===== config.mk =====
export PLATFORM = sky130hd
export DESIGN_NAME = dct_block_buffer
export DESIGN_NICKNAME = d
export VERILOG_FILES = /design/src/rtl/dct_block_buffer.sv
export SDC_FILE = /design/constraint.sdc
export NUM_CORES = 1
export LEC_CHECK = 0
export BUFFER_PORTS_ARGS = -buffer_cell sky130_fd_sc_hd__buf_2
export CAP_MARGIN = 15
export CORE_ASPECT_RATIO = 0.5
export CORE_UTILIZATION = 50
export CTS_CLUSTER_SIZE = 25
export DETAILED_ROUTE_END_ITERATION = 8
export GPL_ROUTABILITY_DRIVEN = 0
export GPL_TIMING_DRIVEN = 0
export MAX_ROUTING_LAYER = met4
export PLACE_DENSITY_LB_ADDON = 0.12
export SKIP_CTS_REPAIR_TIMING = 1
export SYNTH_ARGS = -nofsm -noshare
export SYNTH_HDL_FRONTEND = slang
export SYNTH_SLANG_ARGS = --single-unit

===== constraint.sdc =====
create_clock -name clk -period 5.65 [get_ports clk]
set_input_delay 1.13 -clock clk [delete_from_list [all_inputs] [get_ports clk]]
set_output_delay 1.13 -clock clk [all_outputs]
set_load 0.05 [all_outputs]

===== src/rtl/dct_block_buffer.sv =====
// Single-block pixel/coefficient buffer between a valid/ready pixel stream and a 2-D DCT core.
// Collects DEPTH pixels, starts the DCT, serves its reads and writes, then drains coefficients in order.
module dct_block_buffer #(
  parameter int IN_W   = 8,
  parameter int OUT_W  = 12,
  parameter int DEPTH  = 64,
  parameter int ADDR_W = 6
) (
  input  logic              clk,
  input  logic              rst_n,
  input  logic              init_n,
  input  logic              s_valid,
  output logic              s_ready,
  input  logic [IN_W-1:0]   s_data,
  output logic              dct_start,
  input  logic              dct_done,
  input  logic [ADDR_W-1:0] dct_rd_add,
  output logic [IN_W-1:0]   dct_rd_data,
  input  logic [ADDR_W-1:0] dct_wr_add,
  input  logic              dct_wr_n,
  input  logic [OUT_W-1:0]  dct_wr_data,
  output logic              m_valid,
  input  logic              m_ready,
  output logic [OUT_W-1:0]  m_data,
  output logic              m_last,
  output logic              busy
);

  typedef enum logic [1:0] {FILL, START, RUN, DRAIN} state_t;

  localparam logic [ADDR_W-1:0] LAST = ADDR_W'(DEPTH - 1);

  state_t              state_q;
  logic [ADDR_W-1:0]   wcnt_q, rcnt_q;
  logic                s_ready_q, dct_start_q, m_valid_q, busy_q;
  logic [IN_W-1:0]     rd_data_q;

  logic [IN_W-1:0]     in_mem  [DEPTH];
  logic [OUT_W-1:0]    out_mem [DEPTH];

  logic clear, s_fire, m_fire, rd_in_range, wr_in_range;

  assign clear       = !rst_n || !init_n;
  assign s_fire      = s_valid && s_ready_q;
  assign m_fire      = m_valid_q && m_ready;
  assign rd_in_range = int'(dct_rd_add) < DEPTH;
  assign wr_in_range = int'(dct_wr_add) < DEPTH;

  // Control FSM; every output is a register updated on the transition into its state.
  always_ff @(posedge clk) begin
    if (clear) begin
      state_q     <= FILL;
      wcnt_q      <= '0;
      rcnt_q      <= '0;
      s_ready_q   <= 1'b1;
      dct_start_q <= 1'b0;
      m_valid_q   <= 1'b0;
      busy_q      <= 1'b0;
    end else begin
      case (state_q)
        FILL: begin
          if (s_fire) begin
            if (wcnt_q == LAST) begin
              state_q     <= START;
              s_ready_q   <= 1'b0;
              dct_start_q <= 1'b1;
              busy_q      <= 1'b1;
            end else begin
              wcnt_q <= wcnt_q + 1'b1;
            end
          end
        end
        START: begin
          dct_start_q <= 1'b0;
          state_q     <= RUN;
        end
        RUN: begin
          if (dct_done) begin
            state_q   <= DRAIN;
            m_valid_q <= 1'b1;
          end
        end
        DRAIN: begin
          if (m_fire) begin
            if (rcnt_q == LAST) begin
              state_q   <= FILL;
              m_valid_q <= 1'b0;
              s_ready_q <= 1'b1;
              busy_q    <= 1'b0;
              wcnt_q    <= '0;
              rcnt_q    <= '0;
            end else begin
              rcnt_q <= rcnt_q + 1'b1;
            end
          end
        end
        default: state_q <= FILL;
      endcase
    end
  end

  // NOTE: storage arrays carry no reset so they map onto plain RAM; only the control path is cleared.
  always_ff @(posedge clk) begin
    if (!clear && state_q == FILL && s_fire)
      in_mem[wcnt_q] <= s_data;
    if (!clear && state_q == RUN && !dct_wr_n && wr_in_range)
      out_mem[dct_wr_add] <= dct_wr_data;
  end

  always_ff @(posedge clk) begin
    if (clear)
      rd_data_q <= '0;
    else
      rd_data_q <= rd_in_range ? in_mem[dct_rd_add] : '0;
  end

  assign s_ready     = s_ready_q;
  assign dct_start   = dct_start_q;
  assign dct_rd_data = rd_data_q;
  assign m_valid     = m_valid_q;
  assign m_data      = out_mem[rcnt_q];
  assign m_last      = m_valid_q && (rcnt_q == LAST);
  assign busy        = busy_q;

endmodule


# ---- After elaboration in Yosys (flattened, before gate mapping)
# Memory sizes are Yosys's and may differ from the RTL's. A register that Yosys moved wholly into a read port is not among the register bits.
# Index checks and enable logic that the tools add are counted.
dict set report totals {
  output_inout_bits 25
  regBits 18
  n_memories 2
  word_cells 75
  in_bits 39
  ramBits 1280
}
dict set report classes {
  muxes 31
  reduce_logical 22
  eq_ne 11
  n_addsub 2
}
# name words width read_ports rd_clocked_by_memory_dff wr line
set mem_list {}
lappend mem_list {out_mem 64 12 1 1 1 39} ;# logic [OUT_W-1:0] out_mem [DEPTH];
lappend mem_list {in_mem 64 8 1 1 1 38} ;# logic [IN_W-1:0] in_mem [DEPTH];
# cell count
set ops {}
lappend ops {{6-bit two-way mux} 7}
lappend ops {{5-bit AND reduction} 3}
lappend ops {{1-bit two-way mux} 13}
lappend ops {{6-bit by 1-bit adder with 6-bit output, second input constant} 2}
lappend ops {{6-bit == test, second input constant} 2}
lappend ops {{2-bit inequality test, second input constant} 6}
lappend ops {{6-bit case mux with 2 select lines} 1}
lappend ops {{2-bit two-way mux} 5}
lappend ops {{1-bit case mux with 2 select lines} 4}
lappend ops {{2-bit case mux with 4 select lines} 1}
lappend ops {{1-bit logical AND} 7}
lappend ops {{2-bit nonzero test} 3}
lappend ops {{2-bit == test, second input constant} 2}
lappend ops {{1-bit zero test} 4}
lappend ops {{4-bit AND reduction} 1}
lappend ops {{3-bit AND reduction} 1}
lappend ops {{2-bit by 1-bit == test with 1-bit output, second input constant} 1}
lappend ops {{2-bit zero test} 1}
lappend ops {{2-bit AND reduction} 1}
lappend ops {{1-bit logical OR} 1}

# ---- Depth between registers and ports, before layout
# Gate-level depths: netlist of run 1.
dict set report logic_depth {
  ltp_word 7
  depth_mapped 10
  depth_no_buf 7
}

# ---- Worst setup path before layout of run 1
# No wires, ideal clock.
dict set report synth_timing {
  path_type {register to output}
  startpoint {reg with a tool-made name}
  endpoint {out m_data[11]}
  n_path_buf 3
  setup_slack_ps 1950
  arrival_ps 2570
  t_required_ps 4520
  stages_incl_launch_ff 7
  cell_sequence {dfxtp_1 -> buf_2 -> buf_2 -> buf_1 -> mux4_2 -> o221ai_1 -> o31ai_1}
}
# item line
set synth_rtl {}
lappend synth_rtl {{end, declared} 24} ;# output logic [OUT_W-1:0] m_data,

==> results.md, run 1 <==
* Outcome: finished, final reports clean
* Pin count of the biggest net entering global routing at 65
* Design Power at 18.7 mW
* Setup TNS at 0 ns
* HPWL Detailed at 83100 µm
* Leak pwr at 17.5 nW
* Synth top area cells: edfxtp_1, mux4_2, dfxtp_1
* Starting Density at 50.6%
* Routed Antenna Nets at 0
* Unique masters post-synth at 58
* Via/cell ratio at 6.20
* Register-to-Register Path Depth at 8
* DP Worst Slack at 0.936 ns
* Die Y at 227 µm
* Htree depth at 3
* Post-Route Utilization at 56.9%
* Die Wd at 452 µm
* GRT Total Usage at 26.0%
* Worst-Skew Late Latency at 0.72 ns
* Fill cells at 7503
* Relative slew slack at 16.9%
* Power density over the cells at 328 nW/µm²
* Flops & latches, synth at 1312
* I/O pins at 64
* Post-Synthesis Cell Area at 50700 µm²
* Avg Cell Area, Syn at 21.6 µm²
* Top_reg_cell synth: edfxtp_1
* CP required at 4.52 ns
* Initial antenna violation count at 4
* Worst Hold Class: register to register
* Grt ovf at 0
* DRC viols at 0
* Core area at 100000 µm²
* Final WL at 127000 µm
* Post-Syn Nets at 2397
* WHS at 0.510 ns
* Register area share after synthesis at 77.0%
* Slack of the critical path at 0.159 ns
* Area after DPL at 53300 µm²
* Clock Tree Buf Depth at 3
* Hold depth at 1
* FFs w/ async S/R, synth at 0%
* Post-synthesis to final-layout area growth at 12.5%
* Synth cell count leaders: edfxtp_1, mux4_2, nor2_1
* RSZ-0062 raised after global routing: false
* Mapped Cells at 2352
* Worst vdd ir at 0.000279 V
* Nets at 2639
* Rows at 82
* Die area at 103000 µm²
* First-pass GRT wire length at 181000 µm
* Startpoint types: register
* Share of layout cells above drive strength 1 at 25.1%
* Most frequent cell after synthesis: edfxtp_1
* Multi-input gate area in the final layout at 10900 µm²
* Tcrit/Tclk final at 97.2%
* Slew Limit Fails at 0
* Critical Path AT at 4.36 ns
* Drt pass-1 iters at 6
* Port bufs at 56
* Maximum fanout along the worst path at 10
* Clk_skew at 0.0249 ns
* Drt initial violations at 3004
* Non-filler cells, final at 4026
* CTS buffer count at 111
* Syn. warnings at 0
* Clock Pin Slew Worst Setup and Hold Paths at 0.06 ns
* Worst setup path class: register to primary output
* MaxCap Viol Count at 0
* Setup crit end kind: primary output
* Final setup vio count at 0
* Area leader, netlist: edfxtp_1
* Drt wl/cell at 31.6 µm
* Slew @ Worst Pin at 1.23 ns
* Fin crit period at 5.49 ns
* Sequential cell area at 39100 µm²
* Via count at 24946
* Final hold violations at 0
* CTS tree: built
* Placed cell count at 3805
* Yosys top cell area share at 75.8%
* Number of synthesized flops with an enable pin at 1280
* Clock sinks at 1312
* Clock root buffer: clkbuf_16
* Post-route cell area at 57100 µm²
* Max Freq at 182 MHz
* Vias in the first global route at 24710
==> critical path, stage by stage, from the launching register on <==
cell and delay (ns):
dfxtp_1 0.30, buf_2 0.25, buf_4 0.30, buf_2 0.37, clkbuf_1 0.86, mux2i_1 0.34
a211oi_1 0.56, nand3_1 0.25, nand2_1 0.15, buf_2 0.27
==> where the power goes <==
part	internal, mW	switching (mW)
registers	10.7	0.00172
clock network	4.10	3.41
logic	0.164	0.365
==> cells by family (layout without fill, tap and decap cells) <==
family                   after synthesis  count (layout)  share of synthesized area [%]
flip-flops                          1312            1312                           77.0
multiplexers                         368             368                           15.4
AND/OR/NAND/NOR                      344             344                           3.19
AO/OA/AOI/OAI                        183             183                           2.47
buffers and inverters                131             458                           1.63
XOR/XNOR                               8               8                          0.138
adder cells (fa/ha/maj)                6               6                          0.148
other                                  0               3                              0
==> path summary, 6_finish.rpt <==
kind | start | to | slack [ns]
min | m_valid | m_valid | 0.51
min reg2reg | m_valid | m_valid | 0.51
max | register | m_data[5] | 0.16
max reg2reg | state_q[0] | out_mem[44][6] | 2.39
==> routing by layer <==
layer	track usage (%)	share of wire, %
met5	-	0
met4	7.55	2.7
met3	4.02	6.8
met2	39.9	48
met1	36.7	43
==> registers in the layout (all words and copies together) (netlist names), named ones only <==
register / flops
rcnt_q: 6
busy: 1
s_ready: 1
state_q: 2
dct_rd_data: 8
wcnt_q: 6
in_mem: 512
dct_start: 1
m_valid: 1
out_mem: 768
==> cell usage in the layout (no fill, tap or decap), drive strengths merged, types with 3 or more instances in the layout <==
cell,synthesis,routed
o32ai,5,5
mux4,323,323
nand2,58,58
edfxtp,1280,1280
nor2,156,156
nor2b,18,18
ha,6,6
and3,4,4
a21o,3,3
a21oi,16,16
nand3b,16,16
xor2,6,6
dfxtp,32,32
buf,75,204
bufinv,0,8
nand3,36,36
a221o,5,5
and2,4,4
nand4,3,3
a211o,3,3
nand2b,4,4
nor3,10,10
mux2,10,10
clkbuf,50,203
a22oi,11,11
diode,0,3
or3,16,16
o22ai,74,74
clkinv,0,35
o211ai,4,4
or3b,9,9
o21ai,18,18
inv,6,6
nor4b,5,5
o221ai,5,5
a211oi,21,21
mux2i,35,35
==> layout make-up <==
cell class	count	share of cell area (%)
timing repair buffer	129	2.07
antenna	3	0.0132
multi-input combinational	909	19.0
buffer	125	1.41
tap	1344	2.95
sequential	1312	68.5
clock buffer	153	5.32
inverter	6	0.0395
clock inverter	45	0.704
Note: power is estimated with default switching activity, not from simulation.
==> run 2: changes to the inputs <==
Settings changed: BUFFER_PORTS_ARGS -buffer_cell sky130_fd_sc_hd__buf_2 to not set, DONT_BUFFER_PORTS set to 1, SKIP_CTS_REPAIR_TIMING 1 to not set.
==> run 2 against run 1 <==
Clock skew shrank 0.0059 ns. Die area is the same. Non-clock buffer count shrank 74. Setup slack got worse by 0.14 ns. Largest power group unchanged.
==> results.md, run 2 (same netlist as run 1, synthesis figures left out) <==
* Clock Pin Slew Worst Setup and Hold Paths at 0.07 ns
* Starting Density at 50.6%
* I/O pins at 64
* Cell family with most CP delay: compound AO/OA/AOI/OAI gates
* GRT Total Usage at 26.4%
* Setup crit end kind: primary output
* Htree depth at 3
* DRC viols at 0
* Worst vdd ir at 0.000228 V
* Setup Buffers After CTS at 0
* Post-CTS Hold Fix Bufs at 0
* Max FFs per register at 768
* Worst R2R Start: state_q[0]
* Outcome: finished, final reports clean
* Core area at 100000 µm²
* Die Wd at 452 µm
* Initial antenna violation count at 1
* Die Y at 227 µm
* Final WL at 129000 µm
* Grt ovf at 0
* Post-Route Utilization at 56.4%
* Tcrit/Tclk final at 99.6%
* Fin crit period at 5.63 ns
* Biggest register: out_mem
* Drt initial violations at 3155
* Clock root buffer: clkbuf_16
* CP max-delay cell: nor4b_1
* Clock sinks at 1312
* Top cell by count, worst path: clkbuf_1
* Via/cell ratio at 6.30
* Final setup vio count at 0
* Pin count of the biggest net entering global routing at 65
* Worst setup path class: register to primary output
* Slew @ Worst Pin at 1.24 ns
* Slew Limit Fails at 0
* Leak pwr at 17.1 nW
* First-pass GRT wire length at 184000 µm
* Worst reg2reg setup slack at 2.30 ns
* Max Freq at 178 MHz
* CP required at 4.52 ns
* CP cell instances: clkbuf_1 > nand2_1 > clkbuf_1 > o22ai_1 > a21oi_1 > nor4b_1 > a221o_1
* CP max stage delay at 0.89 ns
* Nets at 2566
* Drt pass-1 iters at 5
* Via count at 24957
* Maximum fanout along the worst path at 10
* Post-route cell area at 56600 µm²
* Port bufs at 0
* CTS resizes at 0
* Area after DPL at 53000 µm²
* Rows at 82
* Share of layout cells above drive strength 1 at 23.7%
* CTS buffer count at 112
* Worst-Skew Late Latency at 0.72 ns
* Setup TNS at 0 ns
* Startpoint types: register
* RSZ-0062 raised after global routing: false
* Vias in the first global route at 24813
* Min-delay src: dct_wr_data[6]
* CTS tree: built
* Clk_skew at 0.0190 ns
* Worst R2R End: out_mem[59][8]
* Clock Tree Buf Depth at 3
* Hold depth at 0
* Relative slew slack at 17.2%
* MaxCap Viol Count at 0
* WHS Endpoint: out_mem[37][6]
* Drt wl/cell at 32.5 µm
* HPWL Detailed at 83400 µm
* Most common cell after layout, fill and taps aside: edfxtp_1
* Post-synthesis to final-layout area growth at 11.6%
* Critical Path AT at 4.50 ns
* Routed Antenna Nets at 0
* Buf/Inv on CP at 2
* Power density over the cells at 331 nW/µm²
* Most frequent cells in the layout: edfxtp_1, mux4_2, nor2_1
* Die area at 103000 µm²
* Worst Hold Class: primary input to register
* Final hold violations at 0
* Register-to-Register Path Depth at 8
[run 2: where the power goes]
part	switching [mW]	internal, mW
sequential	0.0172	10.7
combinational	0.187	0.130
clock	3.49	4.22
[run 2: worst max path at each step]
stage | endpoint | slack [ns] | depth (start not counted)
after floorplan | m_data[11] | 1.95 | 6
after global placement | m_data[0] | 0.48 | 6
after detailed placement | m_data[5] | 0.88 | 8
after CTS | m_data[5] | 0.11 | 8
after global routing | m_data[4] | 0.03 | 7
final | m_data[8] | 0.02 | 7
[run 2: worst register-to-register path, cell delays in order, from the launching register on]
cell      delay, ns
dfxtp_1        0.33
inv_1          0.11
ha_1           0.19
nand2_1        0.22
clkbuf_1       0.36
or3_1          0.43
clkbuf_1       0.27
nor2_1         0.85
buf_4          0.31
[run 2: layout make-up]
class,count,area (µm²)
Antenna cell,2,5.00
Buffer,124,802
Clock buffer,151,3030
Clock inverter,55,546
Fill cell,7519,43800
Inverter,6,22.5
Multi-Input combinational cell,909,10900
Sequential cell,1312,39100
Tap cell,1344,1680
Timing Repair Buffer,56,544
[run 2: per-layer routing]
metal	track usage, %	wire length (µm)
met5	-	0
met4	7.72	3670
met3	4.30	9290
met2	41.0	61700
met1	36.6	53900
[run 2: through the flow]
| stage | hold slack (ns) | instances | total power [mW] | setup slack [ns] |
|---|---|---|---|---|
| floorplan | 0.470 | 2352 | 11.1 | 1.95 |
| global placement | 0.505 | 3696 | 11.2 | 0.477 |
| detailed placement | 0.513 | 3751 | 11.2 | 0.883 |
| CTS | 0.460 | 3957 | 18.8 | 0.107 |
| global route | 0.471 | 3959 | 19.2 | 0.0267 |
| finish | 0.504 | 3959 | 18.7 | 0.0226 |
==> run 3: changes to the inputs <==
Settings changed: RECOVER_POWER set to 100.
==> run 3 against run 2 <==
The flow now finishes with violations (max-capacitance violations, max-slew violations). Global-route usage is the same. First-iteration DRC count shrank 6.4%. Total power is essentially flat. Critical path type unchanged. Largest cell class unchanged. Largest power group unchanged.
==> results.md, run 3 (same netlist as run 1, synthesis figures left out) <==
* Outcome: finished, violations left
* Failing checks: max-capacitance violations, max-slew violations
* Sequential cell area at 39100 µm²
* Post-synthesis to final-layout area growth at 10.7%
* DRC viols at 0
* Most frequent cells in the layout: edfxtp_1, mux4_2, nor2_1
* Starting Density at 50.6%
* Slew @ Worst Pin at 1.60 ns
* Power density over the cells at 333 nW/µm²
* Leak pwr at 16.9 nW
* Setup TNS at 0 ns
* CP required at 4.52 ns
* Grt ovf at 0
* Critical Path AT at 4.48 ns
* Clock sinks at 1312
* Setup crit end kind: primary output
* Final WL at 129000 µm
* Final setup vio count at 0
* Vias in the first global route at 24813
* Clock root buffer: clkbuf_16
* Via count at 24943
* Die area at 103000 µm²
* Clock Pin Slew Worst Setup and Hold Paths at 0.06 ns
* Slew Limit Fails at 39
* Via/cell ratio at 6.30
* First-pass GRT wire length at 184000 µm
* Drt wl/cell at 32.5 µm
* GRT Total Usage at 26.4%
* Multi-input gate area in the final layout at 10800 µm²
* Die Y at 227 µm
* Fill cells at 7604
* Die Wd at 452 µm
* Share of layout cells above drive strength 1 at 20.8%
* Htree depth at 3
* Post-CTS Hold Fix Bufs at 0
* Clock Tree Buf Depth at 3
* Worst Hold Class: primary input to register
* Non-filler cells, final at 3960
* RSZ-0062 raised after global routing: false
* Worst setup path class: register to primary output
* Core area at 100000 µm²
* Initial antenna violation count at 1
* Relative slew slack at -7.27%
* Placed cell count at 3751
* Most common cell after layout, fill and taps aside: edfxtp_1
* Maximum fanout along the worst path at 10
* I/O pins at 64
* Nets at 2566
* Tcrit/Tclk final at 99.3%
* Routed Antenna Nets at 0
* Clk_skew at 0.0206 ns
* Pin count of the biggest net entering global routing at 65
* Worst vdd ir at 0.000229 V
* CTS tree: built
* Final hold violations at 0
* Fin crit period at 5.61 ns
* Max FFs per register at 768
* Max Freq at 178 MHz
* Biggest register: out_mem
* Rows at 82
* Port bufs at 0
* CTS buffer count at 112
* Startpoint types: register
* Drt initial violations at 2952
* MaxCap Viol Count at 4
* Drt pass-1 iters at 6
* HPWL Detailed at 83400 µm
* Worst-Skew Late Latency at 0.72 ns
==> run 3: layer usage <==
layer	part of all wire [%]	up-vias	track usage (%)
li1	-	10241	-
met1	42	13434	36.6
met2	48	1062	41.0
met3	7.4	206	4.30
met4	2.8	0	7.72
met5	0	-	-
==> run 3: timing repair <==
action,4_1_cts,5_1_grt
setup endpoints to repair,0,2
buffers inserted,0,0
resized for setup,0,1
==> run 3: worst max-delay path: stages, from the launching register on <==
cell	delay, ns
dfxtp_1	0.31
clkbuf_1	0.30
nand2_1	0.26
clkbuf_1	0.71
o22ai_1	0.24
a21oi_1	0.47
nor4b_1	0.88
a221o_1	0.59
==> run 3: path summary, 6_finish.rpt <==
path,startpoint,to,slack (ns),depth (start not counted)
worst min-delay path,dct_wr_data[6],out_mem[36][6],0.50,0
worst max-delay path,register,m_data[8],0.04,7
worst min register to register,rcnt_q[5],rcnt_q[5],0.53,2
worst max register to register,state_q[0],out_mem[4][2],1.96,7
==> run 3: power by group <==
| part | total, mW | switching, mW | leakage (nW) | internal, mW |
|---|---|---|---|---|
| clock | 7.70 | 3.48 | 1.74 | 4.22 |
| combinational | 0.314 | 0.186 | 3.36 | 0.128 |
| sequential | 10.7 | 0.0172 | 11.8 | 10.7 |
| total | 18.7 | 3.68 | 16.9 | 15.0 |
==> run 3: stage by stage <==
step	worst slack [ns]	util [%]	hold WS, ns	power, mW	area [µm²]
final	0.0409	56.0	0.504	18.7	56200
after global routing	0.0267	56.0	0.471	19.2	56200
after CTS	0.107	56.4	0.460	18.8	56600
after detailed placement	0.883	52.8	0.513	11.2	53000
after global placement	0.477	52.2	0.505	11.2	52400
after floorplan	1.95	-	0.470	11.1	50700
==> run 3: cell type report <==
| type | count | area share (%) |
|---|---|---|
| clock inverter | 55 | 0.971 |
| buffer | 124 | 1.38 |
| multi-input combinational | 909 | 19.3 |
| sequential | 1312 | 69.6 |
| tap | 1344 | 2.99 |
| timing repair buffer | 56 | 0.374 |
| antenna | 3 | 0.0134 |
| inverter | 6 | 0.0401 |
| clock buffer | 151 | 5.39 |
